==> src/rtl/cpu_pipe_pkg.sv <==
// Shared types for the pipeline hazard controller: register-file constants,
// FSM state encoding and the bundle of per-stage control outputs.
package cpu_pipe_pkg;

    localparam int unsigned REG_AW   = 5;
    localparam int unsigned ZERO_REG = 31;

    typedef enum logic [1:0] {
        RUN  = 2'd0,
        WAIT = 2'd1,
        DONE = 2'd2
    } hz_state_e;

    typedef struct packed {
        logic pc_en;
        logic ifid_en;
        logic idex_en;
        logic exmem_en;
        logic memwb_en;
        logic ifid_flush;
        logic idex_bubble;
    } hz_ctrl_t;

endpackage

==> src/rtl/pipeline_hazard_ctrl_if.sv <==
// Hazard-control bus: pipeline status in (master drives), stage controls out (slave drives).
interface pipeline_hazard_ctrl_if #(
    parameter int unsigned REG_AW = cpu_pipe_pkg::REG_AW,
    parameter int unsigned CNT_W  = 32
) ();

    logic [REG_AW-1:0] id_rn;
    logic [REG_AW-1:0] id_rm;
    logic              id_uses_rn;
    logic              id_uses_rm;
    logic              ex_mem_read;
    logic [REG_AW-1:0] ex_rd;
    logic              mem_req;
    logic              branch_taken;
    logic              clr_stats;

    logic              pc_en;
    logic              ifid_en;
    logic              idex_en;
    logic              exmem_en;
    logic              memwb_en;
    logic              ifid_flush;
    logic              idex_bubble;
    logic [CNT_W-1:0]  stall_cycles;

    modport master (
        output id_rn, id_rm, id_uses_rn, id_uses_rm, ex_mem_read, ex_rd,
               mem_req, branch_taken, clr_stats,
        input  pc_en, ifid_en, idex_en, exmem_en, memwb_en, ifid_flush,
               idex_bubble, stall_cycles
    );

    modport slave (
        input  id_rn, id_rm, id_uses_rn, id_uses_rm, ex_mem_read, ex_rd,
               mem_req, branch_taken, clr_stats,
        output pc_en, ifid_en, idex_en, exmem_en, memwb_en, ifid_flush,
               idex_bubble, stall_cycles
    );

endinterface

==> src/rtl/sat_counter.sv <==
// Saturating up-counter with synchronous clear (clear beats increment).
module sat_counter #(
    parameter int unsigned W = 32
) (
    input  logic         clk,
    input  logic         reset,
    input  logic         inc,
    input  logic         clr,
    output logic [W-1:0] q
);

    always_ff @(posedge clk or posedge reset) begin
        if (reset) begin
            q <= '0;
        end else if (clr) begin
            q <= '0;
        end else if (inc && (q != {W{1'b1}})) begin
            q <= q + W'(1);
        end
    end

endmodule

==> src/rtl/pipeline_hazard_ctrl.sv <==
// Pipeline hazard controller: memory-access freeze, load-use bubble and
// taken-branch flush for the five pipeline register enables, plus a stall counter.
module pipeline_hazard_ctrl #(
    parameter int unsigned REG_AW   = cpu_pipe_pkg::REG_AW,
    parameter int unsigned ZERO_REG = cpu_pipe_pkg::ZERO_REG,
    parameter int unsigned MEM_LAT  = 2,
    parameter int unsigned CNT_W    = 32
) (
    input  logic                   clk,
    input  logic                   reset,
    pipeline_hazard_ctrl_if.slave  bus
);

    import cpu_pipe_pkg::*;

    localparam int unsigned WC_W = (MEM_LAT > 0) ? $clog2(MEM_LAT + 1) : 1;
    localparam logic [REG_AW-1:0] ZR_IDX = REG_AW'(ZERO_REG);

    hz_state_e       r_state;
    logic [WC_W-1:0] r_wait_cnt;
    logic            r_branch_pending;

    logic     w_mem_start;
    logic     w_freeze;
    logic     w_rn_hit;
    logic     w_rm_hit;
    logic     w_lu;
    logic     w_take_branch;
    logic     w_stall_inc;
    hz_ctrl_t w_ctrl;

    // Hazard detection; DONE lets the finished access leave MEM without re-freezing.
    always_comb begin
        w_mem_start   = (MEM_LAT != 0) && (r_state == RUN) && bus.mem_req;
        w_freeze      = w_mem_start || (r_state == WAIT);
        w_rn_hit      = bus.id_uses_rn && (bus.id_rn == bus.ex_rd);
        w_rm_hit      = bus.id_uses_rm && (bus.id_rm == bus.ex_rd);
        w_lu          = bus.ex_mem_read && (bus.ex_rd != ZR_IDX) && (w_rn_hit || w_rm_hit);
        w_take_branch = !w_freeze && !w_lu && (bus.branch_taken || r_branch_pending);
    end

    // Control outputs: freeze > load-use > branch flush > free-run.
    always_comb begin
        w_ctrl = '0;
        if (!reset) begin
            if (w_freeze) begin
                w_ctrl = '0;
            end else if (w_lu) begin
                w_ctrl.idex_en     = 1'b1;
                w_ctrl.exmem_en    = 1'b1;
                w_ctrl.memwb_en    = 1'b1;
                w_ctrl.idex_bubble = 1'b1;
            end else begin
                w_ctrl.pc_en      = 1'b1;
                w_ctrl.ifid_en    = 1'b1;
                w_ctrl.idex_en    = 1'b1;
                w_ctrl.exmem_en   = 1'b1;
                w_ctrl.memwb_en   = 1'b1;
                w_ctrl.ifid_flush = w_take_branch;
            end
        end
    end

    assign bus.pc_en       = w_ctrl.pc_en;
    assign bus.ifid_en     = w_ctrl.ifid_en;
    assign bus.idex_en     = w_ctrl.idex_en;
    assign bus.exmem_en    = w_ctrl.exmem_en;
    assign bus.memwb_en    = w_ctrl.memwb_en;
    assign bus.ifid_flush  = w_ctrl.ifid_flush;
    assign bus.idex_bubble = w_ctrl.idex_bubble;

    // Memory-wait FSM and deferred-branch flag.
    always_ff @(posedge clk or posedge reset) begin
        if (reset) begin
            r_state          <= RUN;
            r_wait_cnt       <= '0;
            r_branch_pending <= 1'b0;
        end else begin
            case (r_state)
                RUN: begin
                    if (w_mem_start) begin
                        r_wait_cnt <= WC_W'(MEM_LAT - 1);
                        r_state    <= (MEM_LAT == 1) ? DONE : WAIT;
                    end
                end
                WAIT: begin
                    r_wait_cnt <= r_wait_cnt - WC_W'(1);
                    if (r_wait_cnt == WC_W'(1)) begin
                        r_state <= DONE;
                    end
                end
                DONE:    r_state <= RUN;
                default: r_state <= RUN;
            endcase

            if (w_freeze && bus.branch_taken) begin
                r_branch_pending <= 1'b1;
            end else if (w_take_branch) begin
                r_branch_pending <= 1'b0;
            end
        end
    end

    assign w_stall_inc = !reset && !w_ctrl.pc_en;

    sat_counter #(
        .W (CNT_W)
    ) u_stall_cnt (
        .clk   (clk),
        .reset (reset),
        .inc   (w_stall_inc),
        .clr   (bus.clr_stats),
        .q     (bus.stall_cycles)
    );

endmodule

==> src/flat_wrapper.sv <==
// flat-port wrapper written by rule: the top's interface ports become plain ports
module pipeline_hazard_ctrl_flat import cpu_pipe_pkg::*;
#(
    parameter int unsigned REG_AW   = cpu_pipe_pkg::REG_AW,
    parameter int unsigned ZERO_REG = cpu_pipe_pkg::ZERO_REG,
    parameter int unsigned MEM_LAT  = 2,
    parameter int unsigned CNT_W    = 32
)
  (clk, reset, bus_id_rn, bus_id_rm, bus_id_uses_rn, bus_id_uses_rm, bus_ex_mem_read, bus_ex_rd, bus_mem_req, bus_branch_taken, bus_clr_stats, bus_pc_en, bus_ifid_en, bus_idex_en, bus_exmem_en, bus_memwb_en, bus_ifid_flush, bus_idex_bubble, bus_stall_cycles);
  pipeline_hazard_ctrl_if #(.REG_AW(REG_AW), .CNT_W(CNT_W)) bus_i ();
  input  logic clk;
  input  logic reset;
  input wire logic [$bits(bus_i.id_rn)-1:0] bus_id_rn;
  input wire logic [$bits(bus_i.id_rm)-1:0] bus_id_rm;
  input wire logic [$bits(bus_i.id_uses_rn)-1:0] bus_id_uses_rn;
  input wire logic [$bits(bus_i.id_uses_rm)-1:0] bus_id_uses_rm;
  input wire logic [$bits(bus_i.ex_mem_read)-1:0] bus_ex_mem_read;
  input wire logic [$bits(bus_i.ex_rd)-1:0] bus_ex_rd;
  input wire logic [$bits(bus_i.mem_req)-1:0] bus_mem_req;
  input wire logic [$bits(bus_i.branch_taken)-1:0] bus_branch_taken;
  input wire logic [$bits(bus_i.clr_stats)-1:0] bus_clr_stats;
  output wire logic [$bits(bus_i.pc_en)-1:0] bus_pc_en;
  output wire logic [$bits(bus_i.ifid_en)-1:0] bus_ifid_en;
  output wire logic [$bits(bus_i.idex_en)-1:0] bus_idex_en;
  output wire logic [$bits(bus_i.exmem_en)-1:0] bus_exmem_en;
  output wire logic [$bits(bus_i.memwb_en)-1:0] bus_memwb_en;
  output wire logic [$bits(bus_i.ifid_flush)-1:0] bus_ifid_flush;
  output wire logic [$bits(bus_i.idex_bubble)-1:0] bus_idex_bubble;
  output wire logic [$bits(bus_i.stall_cycles)-1:0] bus_stall_cycles;
  assign bus_i.id_rn = bus_id_rn;
  assign bus_i.id_rm = bus_id_rm;
  assign bus_i.id_uses_rn = bus_id_uses_rn;
  assign bus_i.id_uses_rm = bus_id_uses_rm;
  assign bus_i.ex_mem_read = bus_ex_mem_read;
  assign bus_i.ex_rd = bus_ex_rd;
  assign bus_i.mem_req = bus_mem_req;
  assign bus_i.branch_taken = bus_branch_taken;
  assign bus_i.clr_stats = bus_clr_stats;
  assign bus_pc_en = bus_i.pc_en;
  assign bus_ifid_en = bus_i.ifid_en;
  assign bus_idex_en = bus_i.idex_en;
  assign bus_exmem_en = bus_i.exmem_en;
  assign bus_memwb_en = bus_i.memwb_en;
  assign bus_ifid_flush = bus_i.ifid_flush;
  assign bus_idex_bubble = bus_i.idex_bubble;
  assign bus_stall_cycles = bus_i.stall_cycles;
  pipeline_hazard_ctrl #(.REG_AW(REG_AW), .ZERO_REG(ZERO_REG), .MEM_LAT(MEM_LAT), .CNT_W(CNT_W)) u_core (.clk(clk), .reset(reset), .bus(bus_i));
endmodule
==> config.mk <==
export PLATFORM = sky130hd
export DESIGN_NAME = pipeline_hazard_ctrl_flat
export DESIGN_NICKNAME = d
export VERILOG_FILES = /design/src/rtl/cpu_pipe_pkg.sv /design/src/rtl/pipeline_hazard_ctrl_if.sv /design/src/rtl/sat_counter.sv /design/src/rtl/pipeline_hazard_ctrl.sv /design/src/flat_wrapper.sv
export SDC_FILE = /design/constraint.sdc
export NUM_CORES = 1
export LEC_CHECK = 0
export ABC_AREA = 1
export BUFFER_PORTS_ARGS = -buffer_cell sky130_fd_sc_hd__buf_2
export CAP_MARGIN = 20
export CORE_MARGIN = 2
export CORE_UTILIZATION = 50
export DETAILED_ROUTE_END_ITERATION = 12
export GPL_TIMING_DRIVEN = 0
export PLACE_DENSITY = 0.86
export SLEW_MARGIN = 10
export SYNTH_ARGS = -nofsm -noshare
export SYNTH_HDL_FRONTEND = slang
export SYNTH_SLANG_ARGS = --single-unit
==> constraint.sdc <==
create_clock -name clk -period 1.6 [get_ports clk]
set_input_delay 0.16 -clock clk [delete_from_list [all_inputs] [get_ports clk]]
set_output_delay 0.16 -clock clk [all_outputs]
set_load 0.005 [all_outputs]
==> tab_implementation.tex <==
\begin{tabular}{lr}
\hline
Metric & Value \\
\hline
\multicolumn{2}{l}{\textbf{CTS}} \\
\quad Clk\_lat worst skew & 0.30 ns \\
\quad CTS clk-pin slew, worst paths & 0.08 ns \\
\quad Buffer cell driving the clock tree root & clkbuf\_8 \\
\quad H-Tree Depth & 2 \\
\quad Number of clock buffers inserted by TritonCTS & 5 \\
\quad Longest Clk Path Bufs & 2 \\
\quad CTS tree & built \\
\quad Clock sink count & 37 \\
\multicolumn{2}{l}{\textbf{Finish}} \\
\quad Sequential cell area & 932 um2 \\
\quad Total of fill cells in the finished design & 483 \\
\quad Area taken by multi-input logic gates & 0.00184 mm2 \\
\quad NumNets Final & 594 \\
\quad Share of final-layout standard cells stronger than drive strength 1 & 27.9\% \\
\quad Antenna Diode Count & 0 \\
\quad Signed area change from the synthesized netlist to the final layout & 32.2\% \\
\quad Post-route cell area & 0.00386 mm2 \\
\multicolumn{2}{l}{\textbf{Drt}} \\
\quad Number of optimization iterations in the first detailed-route pass & 5 \\
\quad Antenna violation net count after detailed routing & 0 \\
\quad Total Routed Length & 8940 um \\
\quad Avg WL per Cell & 13.9 um \\
\quad Remaining DRCs & 0 \\
\quad Initial DRC Count & 303 \\
\quad Routed vias/inst & 5.39 \\
\quad Vias after detailed routing & 3,460 \\
\multicolumn{2}{l}{\textbf{STA}} \\
\quad Setup ws final & -0.156 ns \\
\quad Unrepaired setup endpoints after global routing & yes \\
\quad Final min period & 1.76 ns \\
\quad Hold Violations, Final & 0 \\
\quad Headroom to the max-slew limit & 37.9\% \\
\quad Measured slew at the worst slew-check pin & 0.927 ns \\
\quad \# setup viols final & 34 \\
\quad Period Utilization, post-route & 110\% \\
\quad Final-report max-slew violation count & 0 \\
\quad Setup\_tns & -4.21 ns \\
\quad Final hold slack & 0.114 ns \\
\quad Worst clock skew & 0.00406 ns \\
\quad Max Clk Rate & 0.569 GHz \\
\multicolumn{2}{l}{\textbf{Global routing}} \\
\quad Largest net degree at the start of global routing & 39 \\
\quad Initial antenna violation count & 0 \\
\quad Total overflow reported by the global router & 0 \\
\quad Vias in the first global route & 3,212 \\
\quad Total routing usage reported by global routing & 27.6\% \\
\quad First-pass GRT wire length & 14,000 um \\
\multicolumn{2}{l}{\textbf{Synthesis}} \\
\quad Synthesized netlist net count & 506 \\
\quad Fraction of synthesis flops using an asynchronous set or reset pin & 100\% \\
\quad Compound-cell area share of the yosys netlist & 1.54\% \\
\quad Number of synthesized register bits & 37 \\
\quad Area share of fa/ha/maj cells after synthesis & 0.858\% \\
\quad Mean Syn Cell Area & 6.07 um2 \\
\quad Primary flip-flop cell chosen by synthesis mapping & dfrtp\_1 \\
\quad Mux contribution to synthesized area & 0\% \\
\quad Biggest area consumer among synthesized cells & dfrtp\_1 \\
\quad Seq/Total Area, Yosys & 31.7\% \\
\quad Post-Syn Instances & 481 \\
\quad Xor and xnor fraction of the mapped netlist area & 3.90\% \\
\quad Portion of synthesized cell area occupied by the leading cell type & 31.7\% \\
\quad Main combinational cell family by area after synthesis & simple AND/OR/NAND/NOR gates \\
\quad Distinct cell type count of the synthesized netlist & 24 \\
\quad Area of the mapped netlist & 0.00292 mm2 \\
\quad Synthesis Warnings & 0 \\
\quad Dominant cells by area after synthesis & dfrtp\_1, nand2\_1, inv\_1, nor2\_1, nand3\_1 \\
\quad Simple logic cell fraction of the synthesized area & 49.2\% \\
\quad Post-synth EDFFs & 0 \\
\multicolumn{2}{l}{\textbf{Critical path}} \\
\quad Reg-to-reg startpoint & u\_core.u\_stall\_cnt.q[1]\$\_DFFE\_PP0P\_ \\
\quad Worst endpoint data arrival time & 1.99 ns \\
\quad CP Class & reg -> reg \\
\quad Crit start category & flop \\
\quad Data required, critical path & 1.83 ns \\
\quad Crit Path Max Fanout & 7 \\
\quad Kind of capture point of the worst setup path & flop \\
\quad Worst setup path start & u\_core.u\_stall\_cnt.q[1]\$\_DFFE\_PP0P\_ \\
\multicolumn{2}{l}{\textbf{Status}} \\
\quad Violations in the final reports & negative setup slack \\
\quad Result of the run & complete, but fails checks \\
\multicolumn{2}{l}{\textbf{Floorplan}} \\
\quad Die Wd & 80.4 um \\
\quad Full die area & 0.00646 mm2 \\
\quad IO Pins & 62 \\
\quad Starting density of the core & 52.3\% \\
\quad Chip height & 80.4 um \\
\quad Core Region & 0.00557 mm2 \\
\quad Floorplan row count & 27 \\
\multicolumn{2}{l}{\textbf{Pwr}} \\
\quad Maximum vdd ir drop & 0.000611 V \\
\quad LEAKAGE & 2.09 nW \\
\quad Power, Total & 3.27 mW \\
\quad Power density normalized to cell area & 849 mW/mm2 \\
\multicolumn{2}{l}{\textbf{Place}} \\
\quad Dpl cell area & 0.00332 mm2 \\
\quad Place WS & -0.335 ns \\
\quad I/O Buffers & 61 \\
\quad Dpl hpwl & 6150 um \\
\quad Gpl congestion & 0.962 \\
\multicolumn{2}{l}{\textbf{Flow run}} \\
\quad Max Cap Violations & 0 \\
\multicolumn{2}{l}{\textbf{Hold path}} \\
\quad Path type of the worst min-delay path & in -> async \\
\hline
\end{tabular}
-- area by class of cell --
class                           count  share of cell area [%]
Clock buffer                        7                    2.24
Timing Repair Buffer               80                    12.6
Timing Repair inverter              1                   0.130
Tap cell                           72                    2.34
Clock inverter                      1                   0.779
Sequential cell                    37                    24.2
Multi-Input combinational cell    356                    47.6
Inverter                           70                    6.98
Buffer                             18                    3.18
-- metrics by stage --
step                instances  util, %
floorplan                 481        -
global placement          614     59.6
detailed placement        614     59.6
CTS                       634     65.9
global route              642     69.2
finish                    642     69.2
-- layout by cell type, fill, tap and decap left out, types with 3 or more instances in the layout --
| master | instances |
|---|---|
| nand2_1 | 164 |
| inv_1 | 65 |
| buf_2 | 65 |
| nor2_1 | 56 |
| nand4_1 | 36 |
| dfrtp_1 | 32 |
| nand3_2 | 25 |
| nand3_1 | 25 |
| buf_4 | 17 |
| nor2_2 | 11 |
| nand2_2 | 7 |
| xnor2_1 | 7 |
| xor2_1 | 6 |
| clkbuf_8 | 6 |
| buf_6 | 5 |
| dfrtp_2 | 5 |
| buf_1 | 4 |
| o21ai_0 | 4 |
| nor2_4 | 3 |
| inv_2 | 3 |
| clkbuf_1 | 3 |
-- cells in the mapped netlist (3+ instances only) --
| cell type | n |
|---|---|
| nand2_1 | 171 |
| inv_1 | 67 |
| nor2_1 | 67 |
| nand3_1 | 49 |
| dfrtp_1 | 37 |
| nand4_1 | 36 |
| xnor2_1 | 7 |
| buf_2 | 6 |
| xor2_1 | 6 |
| buf_1 | 4 |
| o21ai_0 | 4 |
| buf_4 | 3 |
| buf_6 | 3 |
| inv_2 | 3 |
| nor2_2 | 3 |
-- metal layers --
metal | up-vias | track usage [%] | routed length, um
met5 | - | 0 | 0
met4 | 0 | 10.8 | 276
met3 | 30 | 4.16 | 649
met2 | 166 | 48.8 | 4390
met1 | 1581 | 33.4 | 3620
li1 | 1683 | - | -
-- repair_timing --
item,4_1_cts,5_1_grt
endpoints found under the setup margin,35,36
setup buffers,10,4
pin swaps,20,31
gates resized for setup,39,27
hold buffers,0,2
hold endpoints to repair,0,2
cloned,2,2
-- state kept, by name, indices dropped and copies added, names as in the netlist --
| name | flops |
|---|---|
| u_core.r_wait_cnt | 2 |
| u_core.r_state | 2 |
| u_core.r_branch_pending | 1 |
| u_core.u_stall_cnt.q | 32 |
-- power breakdown --
group / total (mW) / switching, mW / leakage (nW) / internal [mW]
sequential: 1.06 / 0.0544 / 0.501 / 1.01
clock: 0.851 / 0.343 / 0.0585 / 0.508
combinational: 1.36 / 0.801 / 1.53 / 0.556
total: 3.27 / 1.20 / 2.09 / 2.07
-- cell families after synthesis --
kind of cell    Yosys count
buf+inv                  88
simple gates            333
fa+ha+maj                 2
compound gates            8
xor+xnor                 13
flops                    37
-- final timing paths --
kind | cells after the start | slack [ns] | end
worst max-delay path | 12 | -0.16 | u_core.u_stall_cnt.q[16]$_DFFE_PP0P_
worst min-delay path | 2 | 0.11 | u_core.u_stall_cnt.q[21]$_DFFE_PP0P_
worst max register to register | 12 | -0.16 | u_core.u_stall_cnt.q[16]$_DFFE_PP0P_
worst min register to register | 1 | 0.51 | u_core.r_wait_cnt[0]$_DFFE_PP0P_
max in group asynchronous | 3 | 0.32 | u_core.u_stall_cnt.q[2]$_DFFE_PP0P_
min in group clk | 3 | 0.18 | u_core.r_branch_pending$_DFFE_PP0P_
-- worst max-delay path, cell delays in order, from the launching register on --
cell and delay (ns):
dfrtp_1 0.40, ha_4 0.18, nand2_4 0.06, nor2_4 0.13, nand3_2 0.07, nor2_2 0.12, nand4_1 0.10, nand2_1 0.12
inv_4 0.07, nand2_8 0.13, buf_6 0.15, nand3_2 0.07, nand2_1 0.08
Note: power is estimated with default switching activity, not from simulation.
